**src/rtl/k_and_s_pkg.sv**
```systemverilog
// ============================================================================
// Module      : k_and_s_pkg
// Description : Shared types for the K-and-S processor control path.
//               Holds the decoded opcode enum, the ALU operation codes, the
//               control FSM state enum, and the opcode-to-ALU-op helper.
//               Optional feature macro: KS_SINGLE_STEP_EN adds the STEP_WAIT
//               state, and every path back to FETCH goes through it.
// Revision    : 1.0 - initial release
// ============================================================================
`default_nettype none

package k_and_s_pkg;

    // Opcode as decoded from the instruction register. The 5-bit width
    // leaves encodings unused; the control unit treats those as NOP.
    typedef enum logic [4:0] {
        I_NOP    = 5'd0,
        I_LOAD   = 5'd1,
        I_STORE  = 5'd2,
        I_MOVE   = 5'd3,
        I_ADD    = 5'd4,
        I_SUB    = 5'd5,
        I_AND    = 5'd6,
        I_OR     = 5'd7,
        I_BRANCH = 5'd8,
        I_BZERO  = 5'd9,
        I_BNZERO = 5'd10,
        I_BNEG   = 5'd11,
        I_BNNEG  = 5'd12,
        I_BOV    = 5'd13,
        I_BNOV   = 5'd14,
        I_HALT   = 5'd15
    } decoded_instruction_type;

    // ALU operation select codes
    localparam logic [1:0] OP_ADD = 2'd0;
    localparam logic [1:0] OP_SUB = 2'd1;
    localparam logic [1:0] OP_AND = 2'd2;
    localparam logic [1:0] OP_OR  = 2'd3;

    typedef enum logic [3:0] {
        FETCH       = 4'd0,
        DECODE      = 4'd1,
        LOAD_1      = 4'd2,
        LOAD_2      = 4'd3,
        STORE_1     = 4'd4,
        ALU_EXEC    = 4'd5,
        MOVE_EXEC   = 4'd6,
        BRANCH_EXEC = 4'd7,
        HALTED      = 4'd8
`ifdef KS_SINGLE_STEP_EN
        ,
        STEP_WAIT   = 4'd9
`endif
    } state_t;

    // Every completed instruction returns here
`ifdef KS_SINGLE_STEP_EN
    localparam state_t ST_RETURN = STEP_WAIT;
`else
    localparam state_t ST_RETURN = FETCH;
`endif

    // ALU operation for the arithmetic/logic opcodes (ADD for anything else)
    function automatic logic [1:0] alu_op_of(input decoded_instruction_type instr);
        logic [1:0] op;
        case (instr)
            I_SUB:   op = OP_SUB;
            I_AND:   op = OP_AND;
            I_OR:    op = OP_OR;
            default: op = OP_ADD;
        endcase
        return op;
    endfunction

endpackage

`default_nettype wire

```
**src/rtl/control_unit.sv**
```systemverilog
// ============================================================================
// Module      : control_unit
// Description : Moore control FSM for the K-and-S processor. It sequences
//               fetch, decode and one of the execute paths
//               (load/store/ALU/move/branch/halt). All datapath controls
//               are decoded from registered state only.
//               Optional feature macro: KS_SINGLE_STEP_EN adds the step
//               input and the STEP_WAIT state.
// Ports       : clk, rst (async, active high)
//               decoded_instruction            - opcode from the datapath IR
//               zero_op/neg_op/*_overflow      - registered datapath flags
//               branch, pc_enable, ir_enable, addr_sel, c_sel,
//               write_reg_enable, flags_reg_enable, operation[1:0],
//               ram_write_enable                - datapath controls
//               halt                            - processor stopped
//               step (KS_SINGLE_STEP_EN only)   - single-step advance
// Revision    : 1.0 - initial release
// ============================================================================
`default_nettype none

module control_unit
    import k_and_s_pkg::*;
(
    input  logic                    clk,
    input  logic                    rst,
`ifdef KS_SINGLE_STEP_EN
    input  logic                    step,
`endif
    input  decoded_instruction_type decoded_instruction,
    input  logic                    zero_op,
    input  logic                    neg_op,
    input  logic                    unsigned_overflow,
    input  logic                    signed_overflow,
    output logic                    branch,
    output logic                    pc_enable,
    output logic                    ir_enable,
    output logic                    addr_sel,
    output logic                    c_sel,
    output logic                    write_reg_enable,
    output logic                    flags_reg_enable,
    output logic [1:0]              operation,
    output logic                    ram_write_enable,
    output logic                    halt
);

    state_t     state_q, state_d;
    // ALU op latched in DECODE, so ALU_EXEC outputs come from registers only
    logic [1:0] alu_op_q, alu_op_d;

    // No branch condition uses the unsigned overflow flag
    logic unused_flags;
    assign unused_flags = unsigned_overflow;

    always_ff @(posedge clk or posedge rst) begin
        if (rst) begin
            state_q  <= FETCH;
            alu_op_q <= OP_ADD;
        end else begin
            state_q  <= state_d;
            alu_op_q <= alu_op_d;
        end
    end

    // Next-state logic; branch flags are sampled while in DECODE
    always_comb begin
        state_d  = state_q;
        alu_op_d = alu_op_q;
        case (state_q)
            FETCH:  state_d = DECODE;
            DECODE: begin
                alu_op_d = alu_op_of(decoded_instruction);
                case (decoded_instruction)
                    I_LOAD:   state_d = LOAD_1;
                    I_STORE:  state_d = STORE_1;
                    I_ADD, I_SUB, I_AND, I_OR:
                              state_d = ALU_EXEC;
                    I_MOVE:   state_d = MOVE_EXEC;
                    I_BRANCH: state_d = BRANCH_EXEC;
                    I_BZERO:  state_d = zero_op          ? BRANCH_EXEC : ST_RETURN;
                    I_BNZERO: state_d = !zero_op         ? BRANCH_EXEC : ST_RETURN;
                    I_BNEG:   state_d = neg_op           ? BRANCH_EXEC : ST_RETURN;
                    I_BNNEG:  state_d = !neg_op          ? BRANCH_EXEC : ST_RETURN;
                    I_BOV:    state_d = signed_overflow  ? BRANCH_EXEC : ST_RETURN;
                    I_BNOV:   state_d = !signed_overflow ? BRANCH_EXEC : ST_RETURN;
                    I_HALT:   state_d = HALTED;
                    default:  state_d = ST_RETURN;  // NOP and undefined opcodes
                endcase
            end
            LOAD_1:      state_d = LOAD_2;
            LOAD_2,
            STORE_1,
            ALU_EXEC,
            MOVE_EXEC,
            BRANCH_EXEC: state_d = ST_RETURN;
            HALTED:      state_d = HALTED;
`ifdef KS_SINGLE_STEP_EN
            STEP_WAIT:   state_d = step ? FETCH : STEP_WAIT;
`endif
            default:     state_d = FETCH;
        endcase
    end

    // Moore output decode. While rst is held every control is forced low
    // so no strobe can fire while an aborted instruction is being flushed.
    always_comb begin
        branch           = 1'b0;
        pc_enable        = 1'b0;
        ir_enable        = 1'b0;
        addr_sel         = 1'b0;
        c_sel            = 1'b0;
        write_reg_enable = 1'b0;
        flags_reg_enable = 1'b0;
        operation        = OP_ADD;
        ram_write_enable = 1'b0;
        halt             = 1'b0;
        if (!rst) begin
            case (state_q)
                FETCH:       ir_enable = 1'b1;
                DECODE:      pc_enable = 1'b1;
                LOAD_1:      addr_sel  = 1'b1;
                LOAD_2: begin
                    addr_sel         = 1'b1;
                    c_sel            = 1'b1;
                    write_reg_enable = 1'b1;
                end
                STORE_1: begin
                    addr_sel         = 1'b1;
                    ram_write_enable = 1'b1;
                end
                ALU_EXEC: begin
                    operation        = alu_op_q;
                    write_reg_enable = 1'b1;
                    flags_reg_enable = 1'b1;
                end
                MOVE_EXEC: begin
                    operation        = OP_OR;
                    write_reg_enable = 1'b1;
                end
                BRANCH_EXEC: begin
                    branch    = 1'b1;
                    pc_enable = 1'b1;
                end
                HALTED:      halt = 1'b1;
                default:     ;
            endcase
        end
    end

endmodule

`default_nettype wire

```
**config.mk**
```make
export PLATFORM = sky130hd
export DESIGN_NAME = control_unit
export DESIGN_NICKNAME = d
export VERILOG_FILES = /design/src/rtl/k_and_s_pkg.sv /design/src/rtl/control_unit.sv
export SDC_FILE = /design/constraint.sdc
export NUM_CORES = 1
export LEC_CHECK = 0
export BUFFER_PORTS_ARGS = -buffer_cell sky130_fd_sc_hd__buf_2
export CAP_MARGIN = 10
export CORE_AREA = 2 2 39 41
export DETAILED_ROUTE_END_ITERATION = 16
export DIE_AREA = 0 0 41 43
export PLACE_DENSITY = 0.72
export SYNTH_ARGS = -nofsm -noshare
export SYNTH_HDL_FRONTEND = slang
export SYNTH_SLANG_ARGS = --single-unit
```
**constraint.sdc**
```tcl
create_clock -name clk -period 3.65 [get_ports clk]
set_input_delay 0.365 -clock clk [delete_from_list [all_inputs] [get_ports clk]]
set_output_delay 0.365 -clock clk [all_outputs]
set_load 0.02 [all_outputs]
```
==> results of run 1 <==
## per-layer routing
metal | up-vias | share of wire
li1 | 279 | -
met1 | 239 | 0.47
met2 | 22 | 0.45
met3 | 2 | 0.061
met4 | 0 | 0.017
met5 | - | 0
## cell usage after synthesis
cell type | count | area share
nor2_1 | 10 | 0.077
dfrtp_1 | 6 | 0.31
nor3_1 | 6 | 0.062
a21oi_1 | 4 | 0.041
nand2_1 | 4 | 0.031
nor4_1 | 3 | 0.038
a22o_2 | 2 | 0.041
and2b_2 | 2 | 0.036
inv_1 | 2 | 0.015
nand3_1 | 2 | 0.021
o21ai_0 | 2 | 0.021
o22ai_1 | 2 | 0.026
a211oi_1 | 1 | 0.015
and2_1 | 1 | 0.013
and4b_1 | 1 | 0.021
clkbuf_1 | 1 | 0.0077
mux2_2 | 1 | 0.023
mux2i_1 | 1 | 0.021
nand3b_1 | 1 | 0.015
nor2b_1 | 1 | 0.013
nor3_2 | 1 | 0.021
nor3b_1 | 1 | 0.015
nor4b_1 | 1 | 0.018
o21ai_1 | 1 | 0.010
o21bai_1 | 1 | 0.015
o311ai_0 | 1 | 0.018
or2_2 | 1 | 0.013
or3b_2 | 1 | 0.018
or4b_4 | 1 | 0.028
## worst min path at each step
stage,startpoint,end,slack [ns],depth (start not counted)
final,rst,state_q[1],0.08,2
after global placement,rst,state_q[3],0.34,2
after floorplan,rst,alu_op_q[0],0.16,1
after global routing,rst,state_q[1],0.11,2
after CTS,rst,state_q[1],0.08,2
after detailed placement,rst,state_q[1],0.34,2
## area by class of cell
cell class | instances | area share
inverters | 2 | 0.01198
multi-input cells | 53 | 0.5210
well taps | 16 | 0.03194
clock buffers | 3 | 0.03593
flip-flops and latches | 6 | 0.2395
repair buffers | 20 | 0.1597
## worst max-delay path, cell delays in order, from the launching register on
cell,delay [ns]
dfrtp_1,0.48
or4b_4,0.62
o22ai_1,0.17
buf_2,0.18
## report_power, final
| group | internal (mW) | switching (mW) |
|---|---|---|
| Clock | 0.0371 | 0.0222 |
| Combinational | 0.0556 | 0.0729 |
| Sequential | 0.0804 | 0.0225 |
## registers in the layout, summed over array words and instances (netlist names)
register / flops
alu_op_q: 2
state_q: 4
## logic make-up (layout without fill, tap and decap cells)
kind of cell | Yosys count | count (layout) | synth area share
and+or+nand+nor | 37 | 37 | 0.4385
muxes | 2 | 2 | 0.04359
AOI/OAI and AO/OA | 14 | 14 | 0.1872
DFF | 6 | 6 | 0.3077
buffers and inverters | 3 | 25 | 0.02308
## placed cells by master (no fill, tap or decap), drive strengths merged
cell,n
a211oi,1
a21oi,4
a22o,2
and2,1
and2b,2
and4b,1
buf,20
clkbuf,3
dfrtp,6
inv,2
mux2,1
mux2i,1
nand2,4
nand3,2
nand3b,1
nor2,10
nor2b,1
nor3,7
nor3b,1
nor4,3
nor4b,1
o21ai,3
o21bai,1
o22ai,2
o311ai,1
or2,1
or3b,1
or4b,1
==> impl_metrics.json, run 1 <==
{
  "rows": 14,
  "final_area_um2": 626.9,
  "syn-instance-count": 62,
  "cts_inserted_buffers": 3,
  "max_freq_ghz": 0.4840,
  "vias": 542,
  "die-area_um2": 1763,
  "hold_violations": 0,
  "nFillCells": 155,
  "instances_no_fill": 100,
  "crit_path_end": "pc_enable",
  "synthesis.nets": 73,
  "multi_input_area_um2": 326.6,
  "synth_area_um2": 488.0,
  "grt_first_pass_wirelength_um": 1821,
  "grt_pass1_vias": 449,
  "r2r_end": "state_q[1]",
  "remaining_drc_errors": 0,
  "port_buffers": 20,
  "ant_nets": 0,
  "clock_skew_ns": 0.002533,
  "regArea_um2": 150.1,
  "dp_slack_ns": 1.856,
  "min_period_over_period": 0.5660,
  "reg2regPathDepth": 4,
  "cts_setup_buffers": 0,
  "synth.distinct_cells": 29,
  "drive_gt1_frac": 0.3810,
  "r2r_slack_ns": 2.05,
  "core_area_um2": 1384,
  "synth-seq-area-share": 0.3077,
  "fin_tns_setup_ns": 0,
  "antennaDiodeCount": 0,
  "arrival_ns": 1.70,
  "cp_max_fo": 11,
  "r2r_start": "state_q[1]",
  "final_util": 0.4530,
  "fin_ws_ns": 1.584,
  "required_ns": 3.28,
  "cts-root-buf": "clkbuf_4",
  "clkLatencyLatePin_ns": 0.24,
  "min_period_ns": 2.066,
  "io_pins": 22,
  "status": "finished clean",
  "vias_per_cell": 5.420,
  "top_usage_layer": "met2",
  "initial_core_util": 0.3526,
  "htreeDepth": 1,
  "drt_iter0_drc": 11,
  "die_w_um": 41,
  "post_drt_wl_per_cell_um": 10.90,
  "cts_buffer_depth": 2,
  "globalRouteMet1Util": 0.1947,
  "grt_util_met3": 0.01571,
  "worst_slew_pin_slew_ns": 0.3518,
  "final_nets": 97,
  "met2_usage": 0.2250,
  "place.gp.congestion": 0.6949,
  "cts-resized-gates": 0,
  "peakVddDrop_mv": 0.1256,
  "fin_hold_ws_ns": 0.08080,
  "max_slew_margin": 0.7640,
  "die_h_um": 43,
  "antenna_found_initial": 0,
  "hold_buffers": 0,
  "p_per_area_nw_per_um2": 463.7,
  "syn-mean-instance-area_um2": 7.870,
  "cts_tree": "built",
  "synth_seq_cells": 6,
  "dp_cells": 97,
  "rsz0062_at_grt": "false",
  "p_leak_nw": 0.3011,
  "grt_max_degree": 12,
  "drv_cap": 0,
  "area_delta_synth_final_pct": 28.46,
  "setup_viol": 0,
  "grt-ovfl-total": 0,
  "yosys_warnings": 0,
  "cp-end-kind": "output pin",
  "power_mw": 0.2907,
  "dp_hpwl_um": 854.1,
  "cp-startpoint": "state_q[1]",
  "cp-start-kind": "register",
  "clk_pin_slew_worst_paths_ns": 0.04,
  "gr-usage-all-layers": 0.1508,
  "critPathKind": "reg2out",
  "slew_viol_final": 0,
  "routed_wl_um": 1090,
  "dr.pass1.iters": 2,
  "holdCritPathClass": "in2async",
  "place_area_um2": 604.3,
  "numClockSinks": 6
}
No activity file was read; power rests on OpenSTA's default activity.
==> run 2, diff against run 1 <==
Settings changed: PLACE_DENSITY 0.72 to 0.74.
Clock period 3.65 ns to 1.7 ns, I/O delays scaled along.
==> impl_metrics.json, run 2 (synthesized netlist as in run 1, its figures left out) <==
{
  "status": "finished clean",
  "drv_cap": 0,
  "vias": 576,
  "numClockSinks": 6,
  "routed_wl_um": 1214,
  "core_area_um2": 1384,
  "crit_path_end": "pc_enable",
  "largest_register": "state_q",
  "r2r_start": "state_q[2]",
  "place_area_um2": 624.3,
  "grt_max_degree": 11,
  "drt_iter0_drc": 11,
  "antennaDiodeCount": 0,
  "final_common_cell": "buf_2",
  "cts_tree": "built",
  "biggestRegsByFlops": "state_q (4), alu_op_q (2)",
  "cp_slowest_cell": "or4b_4",
  "nFillCells": 144,
  "die-area_um2": 1763,
  "hold_violations": 0,
  "cp_max_fo": 4,
  "cts_buffer_depth": 2,
  "area_delta_synth_final_pct": 40.77,
  "cts-root-buf": "clkbuf_4",
  "largest_reg_flops": 4,
  "vias_per_cell": 5.434,
  "htreeDepth": 1,
  "max_slew_margin": 0.7551,
  "place.gp.congestion": 0.7352,
  "grt-ovfl-total": 0,
  "worst_slew_pin_slew_ns": 0.3651,
  "r2r_end": "state_q[0]",
  "cp-startpoint": "state_q[2]",
  "cp-end-kind": "output pin",
  "remaining_drc_errors": 0,
  "rows": 14,
  "clock_skew_ns": 0.003860,
  "post_drt_wl_per_cell_um": 11.45,
  "setup_viol": 0,
  "p_per_area_nw_per_um2": 1001,
  "clk_pin_slew_worst_paths_ns": 0.04,
  "die_h_um": 43,
  "r2r_slack_ns": 0.10,
  "slew_viol_final": 0,
  "p_leak_nw": 0.3338,
  "max_stage_delay_ns": 0.55,
  "peakVddDrop_mv": 0.3515,
  "min_period_ns": 1.674,
  "final_nets": 103,
  "dp_hpwl_um": 896.8,
  "cp-start-kind": "register",
  "final_cell_mix": "buf_2, nor2_1, buf_4",
  "cts_inserted_buffers": 3,
  "ant_nets": 0,
  "final_area_um2": 686.9,
  "holdCritPathClass": "in2reg",
  "max_freq_ghz": 0.5973,
  "io_pins": 22,
  "reg2regPathDepth": 5,
  "path_cells": "or4b_4 > o22ai_1 > buf_4",
  "antenna_found_initial": 0,
  "min_period_over_period": 0.9849,
  "dr.pass1.iters": 6,
  "fin_hold_ws_ns": 0.2698,
  "fin_tns_setup_ns": 0,
  "initial_core_util": 0.3526,
  "critPathKind": "reg2out",
  "arrival_ns": 1.50,
  "grt_first_pass_wirelength_um": 2014,
  "power_mw": 0.6875,
  "clkLatencyLatePin_ns": 0.24,
  "rsz0062_at_grt": "true",
  "grt_pass1_vias": 508,
  "drive_gt1_frac": 0.4222,
  "required_ns": 1.53,
  "gr-usage-all-layers": 0.1680,
  "die_w_um": 41,
  "port_buffers": 20
}
[run 2: changes by cell type in the layout (fill, tap and decap cells not counted), sizes merged]
cell / change
dlygate4sd3: +1
buf: +5
[run 2: how the worst min path moves through the flow]
| stage | endpoint | from | cells past startpoint | slack [ns] |
|---|---|---|---|---|
| after floorplan | alu_op_q[0] | rst | 1 | -0.03 |
| after global placement | state_q[3] | rst | 2 | 0.14 |
| after detailed placement | state_q[3] | rst | 2 | 0.16 |
| after CTS | alu_op_q[1] | decoded_instruction[1] | 2 | 0.26 |
| after global routing | alu_op_q[1] | decoded_instruction[1] | 2 | 0.29 |
| final | alu_op_q[1] | decoded_instruction[1] | 2 | 0.27 |
[run 2: metal layers]
metal,up-vias,part of all wire,wire length [µm],track usage
met3,2,0.071,86,0.01571
met5,-,0,0,0
met1,256,0.45,545,0.2013
met4,0,0.0099,12,0.1000
met2,26,0.47,569,0.2719
li1,292,-,-,-
[run 2: critical path: cells and delay by family, from the launching register on]
family | cells | cell delay (ns)
AO/OA/AOI/OAI | 1 | 0.16
buffers and inverters | 1 | 0.16
flip-flops | 1 | 0.40
AND/OR/NAND/NOR | 1 | 0.55
[run 2: cell type report]
class / count / area [µm²] / share of cell area
clock buffer: 3 / 22.52 / 0.03279
inverter: 2 / 7.507 / 0.01093
multi-input combinational: 53 / 331.6 / 0.4827
sequential: 6 / 150.1 / 0.2186
tap: 16 / 20.02 / 0.02914
timing repair buffer: 26 / 155.1 / 0.2259
[run 2: where the power goes]
part,switching [mW],leakage [nW],internal (mW)
logic,0.204,0.239,0.170
clock network,0.0454,0.0138,0.0794
registers,0.0155,0.0805,0.173
[run 2: timing repair]
action / in CTS / in global routing
buffers inserted: 3 / 0
endpoints found under the setup margin: 1 / 6
gates resized for setup: 1 / 3
endpoints found under the hold margin: 6 / 0
pin swaps: 1 / 0
hold buffers: 1 / 0
[run 2: stage by stage]
step                        util  std cells  setup WS [ns]
final                     0.4964        106        0.02567
after floorplan                -         62         0.1448
after global routing      0.4964        106       -0.02962
after detailed placement  0.4512         99         0.1918
after CTS                 0.4928        106        0.02164
after global placement    0.4512         99         0.2041
==> run 3, diff against run 2 <==
Settings changed: CAP_MARGIN 10 to default, REMOVE_ABC_BUFFERS from default to 1.
==> impl_metrics.json, run 3 (synthesized netlist as in run 1, its figures left out) <==
{
  "clkLatencyLatePin_ns": 0.24,
  "max_slew_margin": 0.7740,
  "min_period_over_period": 0.9976,
  "required_ns": 1.53,
  "drv_cap": 0,
  "r2r_slack_ns": 0.06,
  "cts_buffer_depth": 2,
  "area_delta_synth_final_pct": 44.36,
  "grt_max_degree": 11,
  "multi_input_area_um2": 342.8,
  "p_leak_nw": 0.3284,
  "cts_inserted_buffers": 3,
  "crit_path_end": "pc_enable",
  "arrival_ns": 1.53,
  "p_per_area_nw_per_um2": 1006,
  "gr-usage-all-layers": 0.1387,
  "numClockSinks": 6,
  "final_common_cell": "buf_2",
  "min_path_cells": 2,
  "final_nets": 103,
  "drive_gt1_frac": 0.4667,
  "hold_violations": 0,
  "clk_pin_slew_worst_paths_ns": 0.04,
  "path_cells": "or4b_4 > o22ai_2 > buf_6",
  "post_drt_wl_per_cell_um": 11.61,
  "reg2regPathDepth": 5,
  "peakVddDrop_mv": 0.4044,
  "grt-ovfl-total": 0,
  "cts-root-buf": "clkbuf_4",
  "r2r_start": "state_q[3]",
  "largest_reg_flops": 4,
  "clock_skew_ns": 0.003606,
  "ant_nets": 0,
  "die_h_um": 43,
  "drt_iter0_drc": 9,
  "remaining_drc_errors": 0,
  "port_buffers": 20,
  "dp_hpwl_um": 878.2,
  "max_freq_ghz": 0.5897,
  "io_pins": 22,
  "setup_viol": 0,
  "slew_viol_final": 0,
  "critPathKind": "reg2out",
  "cp_max_fo": 5,
  "worst_slew_pin_slew_ns": 0.3360,
  "dr.pass1.iters": 4,
  "dp_slack_ns": 0.2056,
  "max_stage_delay_ns": 0.56,
  "nFillCells": 143,
  "cp-end-kind": "output pin",
  "antenna_found_initial": 0,
  "hp-start": "decoded_instruction[0]",
  "vias": 556,
  "routed_wl_um": 1231,
  "grt_pass1_vias": 456,
  "regArea_um2": 151.4,
  "htreeDepth": 1,
  "holdCritPathClass": "in2reg",
  "min_period_ns": 1.696,
  "antennaDiodeCount": 0,
  "cts_tree": "built",
  "rows": 14,
  "cp-start-kind": "register",
  "initial_core_util": 0.3526,
  "biggestRegsByFlops": "state_q (4), alu_op_q (2)",
  "cp-startpoint": "state_q[3]",
  "grt_first_pass_wirelength_um": 1676,
  "die_w_um": 41,
  "die-area_um2": 1763,
  "cp_slowest_cell": "or4b_4",
  "fin_tns_setup_ns": 0,
  "largest_register": "state_q",
  "final_cell_mix": "buf_2, nor2_1, buf_4",
  "place.gp.congestion": 0.7607,
  "r2r_end": "state_q[0]",
  "core_area_um2": 1384,
  "status": "finished clean",
  "rsz0062_at_grt": "true",
  "fin_ws_ns": 0.004109,
  "vias_per_cell": 5.245,
  "fin_hold_ws_ns": 0.2618
}
run 3: through the flow:
step                total power [mW]  std cells  area, µm²    util
floorplan                     0.4167         61      484.2       -
global placement              0.5174         99      619.3  0.4476
detailed placement            0.5245         99      619.3  0.4476
CTS                           0.6627        104      666.9  0.4819
global route                  0.7534        106      704.4  0.5090
finish                        0.7087        106      704.4  0.5090
run 3: worst min path at each step:
stage,to
finish,alu_op_q[0]
CTS,alu_op_q[0]
global route,alu_op_q[1]
global placement,state_q[3]
floorplan,alu_op_q[0]
detailed placement,state_q[3]
run 3: layout make-up:
cell class,instances,area share
clock buffers,3,0.03197
inverters,2,0.01599
multi-input cells,53,0.4867
flip-flops and latches,6,0.2149
well taps,16,0.02842
repair buffers,26,0.2220
run 3: worst max-delay path: cells and delay by family, from the launching register on:
family / cells / cell delay, ns
buffers and inverters: 1 / 0.14
AOI/OAI and AO/OA: 1 / 0.18
DFF: 1 / 0.42
and+or+nand+nor: 1 / 0.56
run 3: routing by layer:
metal	vias up	part of all wire	track usage
met4	0	0	0.1000
met1	245	0.44	0.1551
li1	291	-	-
met2	20	0.50	0.2250
met5	-	0	0
met3	0	0.055	0.01571
run 3: repair_timing:
item                       in CTS  in global routing
hold buffers                    1                  0
gates resized for setup         2                  7
gates cloned                    0                  0
setup endpoints to repair       2                  5
pin swaps                       0                  1
buffers inserted                1                  2
hold endpoints to repair        6                  0
run 3: power breakdown:
part	internal (mW)	switching, mW
Sequential	0.173	0.0168
Clock	0.0794	0.0446
Combinational	0.181	0.214
